==> config.mk <==
export PLATFORM = sky130hd
export DESIGN_NAME = spi_to_usb_flat
export DESIGN_NICKNAME = d
export VERILOG_FILES = /design/src/rtl/spi_to_usb_if.sv /design/src/rtl/spi_to_usb.sv /design/src/flat_wrapper.sv
export SDC_FILE = /design/constraint.sdc
export NUM_CORES = 1
export LEC_CHECK = 0
export ABC_AREA = 1
export BUFFER_PORTS_ARGS = -buffer_cell sky130_fd_sc_hd__buf_2
export CORE_ASPECT_RATIO = 0.6
export CORE_MARGIN = 1
export CORE_UTILIZATION = 40
export CTS_BUF_LIST = sky130_fd_sc_hd__clkbuf_4 sky130_fd_sc_hd__clkbuf_8
export DETAILED_ROUTE_END_ITERATION = 10
export MAX_ROUTING_LAYER = met4
export PLACE_DENSITY = 0.67
export SLEW_MARGIN = 0
export SYNTH_ARGS = -nofsm -noshare
export SYNTH_HDL_FRONTEND = slang
export SYNTH_SLANG_ARGS = --single-unit
export TNS_END_PERCENT = 1
==> constraint.sdc <==
create_clock -name clk -period 2.7 [get_ports clk]
set_clock_uncertainty 0.1 [all_clocks]
set_input_delay 0.54 -clock clk [delete_from_list [all_inputs] [get_ports clk]]
set_output_delay 0.54 -clock clk [all_outputs]
set_load 0.005 [all_outputs]
==> src/rtl/spi_to_usb_if.sv <==
// Signal bundle between the ADC-side/SPI-master world and the spi_to_usb transmitter.
interface spi_to_usb_if #(
    parameter int DATA_W = 12
);
    logic [DATA_W-1:0] data1;
    logic              new_Data;
    logic              SPI_clk;
    logic              cs;
    logic              MISO;

    modport master (output data1, output new_Data, output SPI_clk, output cs, input MISO);
    modport slave  (input data1, input new_Data, input SPI_clk, input cs, output MISO);
endinterface

==> src/rtl/spi_to_usb.sv <==
// SPI mode-0 slave transmitter: latches ADC samples and shifts {fresh, seq, sample} out on MISO.
module spi_to_usb #(
    parameter int DATA_W      = 12,
    parameter int FRAME_W     = 16,
    parameter int SYNC_STAGES = 2
) (
    input  logic         clk,
    input  logic         rst,
    spi_to_usb_if.slave  bus
);
    localparam int CNT_W = $clog2(FRAME_W + 1);

    logic [SYNC_STAGES-1:0] sclk_sync_q, sclk_sync_d;
    logic [SYNC_STAGES-1:0] cs_sync_q, cs_sync_d;
    logic                   sclk_prev_q, sclk_prev_d;
    logic                   cs_prev_q, cs_prev_d;
    logic                   fill_q, fill_d;
    logic                   armed_q, armed_d;
    logic [DATA_W-1:0]      hold_q, hold_d;
    logic                   fresh_q, fresh_d;
    logic [2:0]             seq_q, seq_d;
    logic [FRAME_W-1:0]     shift_q, shift_d;
    logic [CNT_W-1:0]       cnt_q, cnt_d;
    logic                   miso_q, miso_d;

    logic sclk_s, cs_s, sclk_fall, cs_fall, cs_rise;

    assign sclk_s    = sclk_sync_q[SYNC_STAGES-1];
    assign cs_s      = cs_sync_q[SYNC_STAGES-1];
    assign sclk_fall = sclk_prev_q & ~sclk_s;
    assign cs_fall   = cs_prev_q & ~cs_s;
    assign cs_rise   = ~cs_prev_q & cs_s;
    assign bus.MISO  = miso_q;

    always_comb begin
        sclk_sync_d = {sclk_sync_q[SYNC_STAGES-2:0], bus.SPI_clk};
        cs_sync_d   = {cs_sync_q[SYNC_STAGES-2:0], bus.cs};
        sclk_prev_d = sclk_s;
        cs_prev_d   = cs_s;
        fill_d      = 1'b1;
        // The synchroniser resets to "deselected"; only a genuinely sampled high cs
        // may arm frame loading, so cs held low through reset never starts a frame.
        armed_d     = armed_q | (fill_q & cs_sync_q[0]);
        hold_d      = hold_q;
        fresh_d     = fresh_q;
        seq_d       = seq_q;
        shift_d     = shift_q;
        cnt_d       = cnt_q;
        miso_d      = miso_q;

        if (cs_rise) begin
            miso_d = 1'b0;
            cnt_d  = '0;
        end else if (cs_fall && armed_q) begin
            shift_d = {fresh_q, seq_q, hold_q};
            miso_d  = fresh_q;
            fresh_d = 1'b0;
            cnt_d   = CNT_W'(1);
        end else if (sclk_fall && !cs_s && armed_q) begin
            if (cnt_q < CNT_W'(FRAME_W)) begin
                shift_d = shift_q << 1;
                miso_d  = shift_q[FRAME_W-2];
                cnt_d   = cnt_q + CNT_W'(1);
            end else begin
                miso_d = 1'b0;
            end
        end

        // A capture coinciding with a frame load overrides the flag cleared above.
        if (bus.new_Data) begin
            hold_d  = bus.data1;
            fresh_d = 1'b1;
            seq_d   = seq_q + 3'd1;
        end
    end

    always_ff @(posedge clk or posedge rst) begin
        if (rst) begin
            sclk_sync_q <= '0;
            cs_sync_q   <= '1;
            sclk_prev_q <= 1'b0;
            cs_prev_q   <= 1'b1;
            fill_q      <= 1'b0;
            armed_q     <= 1'b0;
            hold_q      <= '0;
            fresh_q     <= 1'b0;
            seq_q       <= '0;
            shift_q     <= '0;
            cnt_q       <= '0;
            miso_q      <= 1'b0;
        end else begin
            sclk_sync_q <= sclk_sync_d;
            cs_sync_q   <= cs_sync_d;
            sclk_prev_q <= sclk_prev_d;
            cs_prev_q   <= cs_prev_d;
            fill_q      <= fill_d;
            armed_q     <= armed_d;
            hold_q      <= hold_d;
            fresh_q     <= fresh_d;
            seq_q       <= seq_d;
            shift_q     <= shift_d;
            cnt_q       <= cnt_d;
            miso_q      <= miso_d;
        end
    end
endmodule

==> src/flat_wrapper.sv <==
// flat-port wrapper written by rule: the top's interface ports become plain ports
module spi_to_usb_flat 
#(
    parameter int DATA_W      = 12,
    parameter int FRAME_W     = 16,
    parameter int SYNC_STAGES = 2
)
  (clk, rst, bus_data1, bus_new_Data, bus_SPI_clk, bus_cs, bus_MISO);
  spi_to_usb_if #(.DATA_W(DATA_W)) bus_i ();
  input  logic clk;
  input  logic rst;
  input wire logic [$bits(bus_i.data1)-1:0] bus_data1;
  input wire logic [$bits(bus_i.new_Data)-1:0] bus_new_Data;
  input wire logic [$bits(bus_i.SPI_clk)-1:0] bus_SPI_clk;
  input wire logic [$bits(bus_i.cs)-1:0] bus_cs;
  output wire logic [$bits(bus_i.MISO)-1:0] bus_MISO;
  assign bus_i.data1 = bus_data1;
  assign bus_i.new_Data = bus_new_Data;
  assign bus_i.SPI_clk = bus_SPI_clk;
  assign bus_i.cs = bus_cs;
  assign bus_MISO = bus_i.MISO;
  spi_to_usb #(.DATA_W(DATA_W), .FRAME_W(FRAME_W), .SYNC_STAGES(SYNC_STAGES)) u_core (.clk(clk), .rst(rst), .bus(bus_i));
endmodule
==> results.ini, run 1 <==
[pwr]
p_leak_nw=1.19
peakVddDrop_mv=0.257
p_total_mw=1.62
power.density_nw_per_um2=715

[synth]
syn_avg_cell_area_um2=8.72
synth_top_area_share_pct=51.3
synth_most_common_cell=nand2_1
synth_cells=235
synth-seq-cells=45
synth.area.top_cells=dfrtp_1, nand2_1, nand3_1, o21ai_0, inv_1
syn-num-nets=254
syn_area_um2=2050
ys_types=24
async_reset_ff_share_pct=100
yosys-top-cells-count=nand2_1, dfrtp_1, nand3_1, inv_1, o21ai_0
synth_top_cell_by_area=dfrtp_1
synth-edff-count=0
ys_seq_area_share_pct=55.1
ys_dominant_reg_cell=dfrtp_1
ys_warn_count=0

[clocking]
clock-root-buffer=clkbuf_8
clk-insertion-delay-late_ps=290
cts_max_path_buffers=2
clkTransAtPathRegs_ps=80
htreeDepth=2
numCtsBuffers=5
cts-resized-gates=0
ctsHoldBuffers=0
cts_tree=done
post-cts-setup-buffers=0
cts_num_sinks=45

[grt]
grt_first_pass_wirelength_um=5940
grt_usage_pct=15.0
top_usage_layer=met1
grt_overflow=0
grt_pass1_vias=1283
grt_max_degree=47
antenna_found_initial=0
grt_util_met1_pct=22.4
grt_use_met3_pct=4.40
met2_usage_pct=19.0

[setup_path]
arrival_ps=1810
cpLargestDelayFamily=simple AND/OR/NAND/NOR gates
worstSetupEndpointType=flip-flop
critPathRequiredTime_ps=2790
crit_fanout=46
cp_slowest_cell=dfstp_2
cp_cell_sequence=nand3_4 > nand2_1 > clkinv_2 > nand3_1 > nand2_1
path_class=flip-flop to flip-flop
critical_path_buf_inv_count=1
crit_path_max_incr_delay_ps=600
start_kind=flip-flop
path_common_cell=nand2_1

[sta]
setup_violations=0
finalCritPeriodShare_pct=63.8
slew_viol_final=0
finalHoldViolations=0
hold-worst-slack_ps=156
fin_crit_ps=1720
setup_ws_ps=977
max_freq_ghz=0.580
finalSetupTns_ps=0
rsz0062_at_grt=false

[detailed_routing]
drt-total-wl_um=3420
via_per_inst=4.70
first_iter_violations=65
vias=1479
first_pass_iters=4
ant_nets=0
wire_per_inst_um=10.9
drc=0

[final_layout]
multi_input_area_um2=739
diodes=0
fillers=475
area_growth_pct=10.4
final_net_count=270
utilization_pct=47.6
layout-drive-gt1-share_pct=15.1
ff_latch_area_um2=1130

[floorplanning]
dieArea_um2=5420
fp.dieW_um=94.4
initial_core_util_pct=43.1
coreArea_um2=4750
io_pins=18
num_rows=19
dieHeight_um=57.4

[placement]
port_buffers=17
dp_hpwl_um=2390
globalplace.congestion=0.751
dp_slack_ps=969

[worst_hold_path]
worst_hold_path_type=input port to async pin

[outcome]
status=completed

[flow_run]
maxCapViolations=0

worst reg2reg max path, cell delays in order, from the launching register on:
cell and delay, ps:
dfstp_2 600, nand3_4 380, nand2_1 240, clkinv_2 140
nand3_1 90, nand2_1 60
area by class of cell:
type,count,area share (%)
sequential,45,49.9
multi-input combinational,155,32.7
timing repair buffer,19,4.42
inverter,25,4.20
clock buffer,7,3.98
tap,63,3.48
clock inverter,1,1.33
metal layers:
layer  vias up  share of wire [%]
met4         0                1.1
met5         -                  0
met2        24                 39
li1        766                  -
met1       685                 55
met3         4                4.7
state kept, by name, summed over array words and instances (netlist names):
register,count
u_core.armed_q,1
u_core.bus.MISO,1
u_core.cnt_q,5
u_core.cs_prev_q,1
u_core.cs_sync_q,2
u_core.fill_q,1
u_core.fresh_q,1
u_core.hold_q,12
u_core.sclk_prev_q,1
u_core.sclk_sync_q,2
u_core.seq_q,3
u_core.shift_q,15
per-stage QoR:
stage          cells  cell area [um^2]
2_1_floorplan    235              2050
3_3_place_gp     307              2140
3_5_place_dp     307              2140
4_1_cts          315              2260
5_1_grt          315              2260
6_report         315              2260
cells by family (layout without fill, tap and decap cells):
family                     count (synthesis)  after routing  share of synthesized area [%]
DFF                                       45             45                           55.1
other                                      1              1                          0.183
buffers and inverters                     35             52                           8.79
AOI/OAI and AO/OA                         26             26                           6.35
adders and majority gates                  2              2                           1.22
xor gates and xnor gates                   3              3                           1.28
and+or+nand+nor                          123            123                           27.0
cell usage in the layout, fill, tap and decap left out, drive strengths merged:
cell and count:
nand2 84, dfrtp 42, nand3 29, o21ai 25
inv 24, buf 19, nor2 7, clkbuf 7
xor2 3, dfstp 3, nand4 2, ha 2
clkinv 1, a21oi 1, and2 1, bufinv 1
conb 1
worst paths after layout:
path | from | end | slack (ps) | cells after the start
worst max-delay path | u_core.cs_prev_q | u_core.cnt_q[0] | 980 | 5
worst min-delay path | rst | u_core.shift_q[8] | 160 | 2
worst max register to register | u_core.cs_prev_q | u_core.cnt_q[0] | 980 | 5
worst min register to register | u_core.sclk_sync_q[0] | u_core.sclk_sync_q[1] | 250 | 0
max in group asynchronous | rst | u_core.cs_sync_q[1] | 1720 | 3
min in group clk | bus_cs | u_core.cs_sync_q[0] | 250 | 1
power breakdown:
part	internal [mW]	switching [mW]
logic	0.101	0.142
registers	0.780	0.0665
clock network	0.312	0.218
Note: power is estimated with default switching activity, not from simulation.
==> run 2, diff against run 1 <==
==> constraint.sdc (replaced) <==
create_clock -name clk -period 1.8 [get_ports clk]
set_clock_uncertainty 0.1 [all_clocks]
set_input_delay 0.36 -clock clk [delete_from_list [all_inputs] [get_ports clk]]
set_output_delay 0.36 -clock clk [all_outputs]
set_load 0.005 [all_outputs]
==> results.ini, run 2 (synthesized netlist as in run 1, its figures left out) <==
[worst_hold_path]
worst_hold_path_type=input port to flip-flop

[detailed_routing]
drc=0
vias=1451
ant_nets=0
via_per_inst=4.56
drt-total-wl_um=3540
first_iter_violations=78
wire_per_inst_um=11.1
first_pass_iters=4

[sta]
finalCritPeriodShare_pct=85.8
setup_ws_ps=255
rsz0062_at_grt=false
setup_violations=0
max_freq_ghz=0.647
fin_crit_ps=1540
finalSetupTns_ps=0
finalHoldViolations=0
slew_viol_final=0

[grt]
grt_overflow=0
grt_pass1_vias=1324
antenna_found_initial=0
grt_max_degree=32
grt_first_pass_wirelength_um=6210
grt_usage_pct=15.7

[placement]
dp.cells=309
port_buffers=17
dp_slack_ps=258
dp_hpwl_um=2490
globalplace.congestion=0.772

[floorplanning]
dieArea_um2=5420
fp.dieW_um=94.4
initial_core_util_pct=43.1
dieHeight_um=57.4
coreArea_um2=4750
num_rows=19
io_pins=18

[setup_path]
arrival_ps=1630
worstSetupEndpointType=flip-flop
start_kind=flip-flop
critPathRequiredTime_ps=1890
crit_fanout=31
path_class=flip-flop to flip-flop

[clocking]
ctsHoldBuffers=1
htreeDepth=2
post-cts-setup-buffers=0
cts_tree=done
clkTransAtPathRegs_ps=80
cts_num_sinks=45
clk-insertion-delay-late_ps=290
numCtsBuffers=5
cts-resized-gates=0
clock-root-buffer=clkbuf_8
cts_max_path_buffers=2

[final_layout]
largest_reg_flops=15
fin_cells=318
layout-drive-gt1-share_pct=15.7
reg_top3=u_core.shift_q: 15 flops, u_core.hold_q: 12 flops, u_core.cnt_q: 5 flops
final_net_count=273
diodes=0
final_common_cell=nand2_1
largest_register=u_core.shift_q
mostFrequentLayoutCells=nand2_1, dfrtp_1, nand3_1
area_growth_pct=10.6

[pwr]
peakVddDrop_mv=0.459
power_frac_clock_pct=27.1
comb_power_share_pct=16.7
p_leak_nw=1.20
power.density_nw_per_um2=994
netSwitchingFraction_pct=28.4
pwr-share-seq_pct=56.2
p_int_mw=1.61
switchingPower_mw=0.640

[flow_run]
maxCapViolations=0

[outcome]
status=completed

-- run 2: changes by cell type in the layout (fill, tap and decap cells not counted), sizes merged --
cell	delta
dlygate4sd3	+1
bufinv	-1
buf	+2
clkinv	+2
clkbuf	-1
-- run 2: path summary, 6_finish.rpt --
path | endpoint | from | slack, ps | cells past startpoint
worst max-delay path | u_core.shift_q[2] | u_core.cs_sync_q[1] | 260 | 6
worst min-delay path | u_core.cs_sync_q[0] | bus_cs | 70 | 1
worst max register to register | u_core.shift_q[2] | u_core.cs_sync_q[1] | 260 | 6
worst min register to register | u_core.sclk_sync_q[1] | u_core.sclk_sync_q[0] | 260 | 0
max in group asynchronous | u_core.hold_q[2] | rst | 560 | 4
min in group asynchronous | u_core.shift_q[12] | rst | 520 | 3
-- run 2: per-layer routing --
layer | part of all wire, % | up-vias | global-route usage [%]
met5 | 0 | - | -
met3 | 3.7 | 8 | 4.40
met2 | 37 | 19 | 19.7
met4 | 1.3 | 0 | 5.27
met1 | 58 | 655 | 23.8
li1 | - | 769 | -
-- run 2: cell type report --
type                       instances  area, um^2
multi-input combinational        155         739
clock inverter                     2        10.0
sequential                        45        1130
timing repair buffer              22         138
tap                               63        78.8
clock buffer                       6        76.3
inverter                          25        95.1
fill                             483        2490
-- run 2: stage by stage --
stage / total power [mW] / util [%] / hold slack (ps) / area, um^2
2_1_floorplan: 1.57 / - / 231 / 2050
3_3_place_gp: 1.65 / 45.7 / 240 / 2170
3_5_place_dp: 1.66 / 45.7 / 248 / 2170
4_1_cts: 2.29 / 47.7 / 57.8 / 2270
5_1_grt: 2.41 / 47.7 / 47.0 / 2270
6_report: 2.25 / 47.7 / 65.8 / 2270
-- run 2: power groups by stage --
stage	logic (mW)	registers [mW]	clock network, mW
after CTS	0.383	1.27	0.636
after detailed placement	0.380	1.28	0
after global placement	0.368	1.28	0
after floorplan	0.307	1.26	0
after global routing	0.449	1.29	0.675
final	0.377	1.27	0.611
-- run 2: worst max-delay path, cell delays in order, from the launching register on --
cell and delay, ps:
dfstp_2 630, inv_2 70, nand3_4 150, buf_12 200
nand2_4 130, nand2_1 110, nand2_1 50
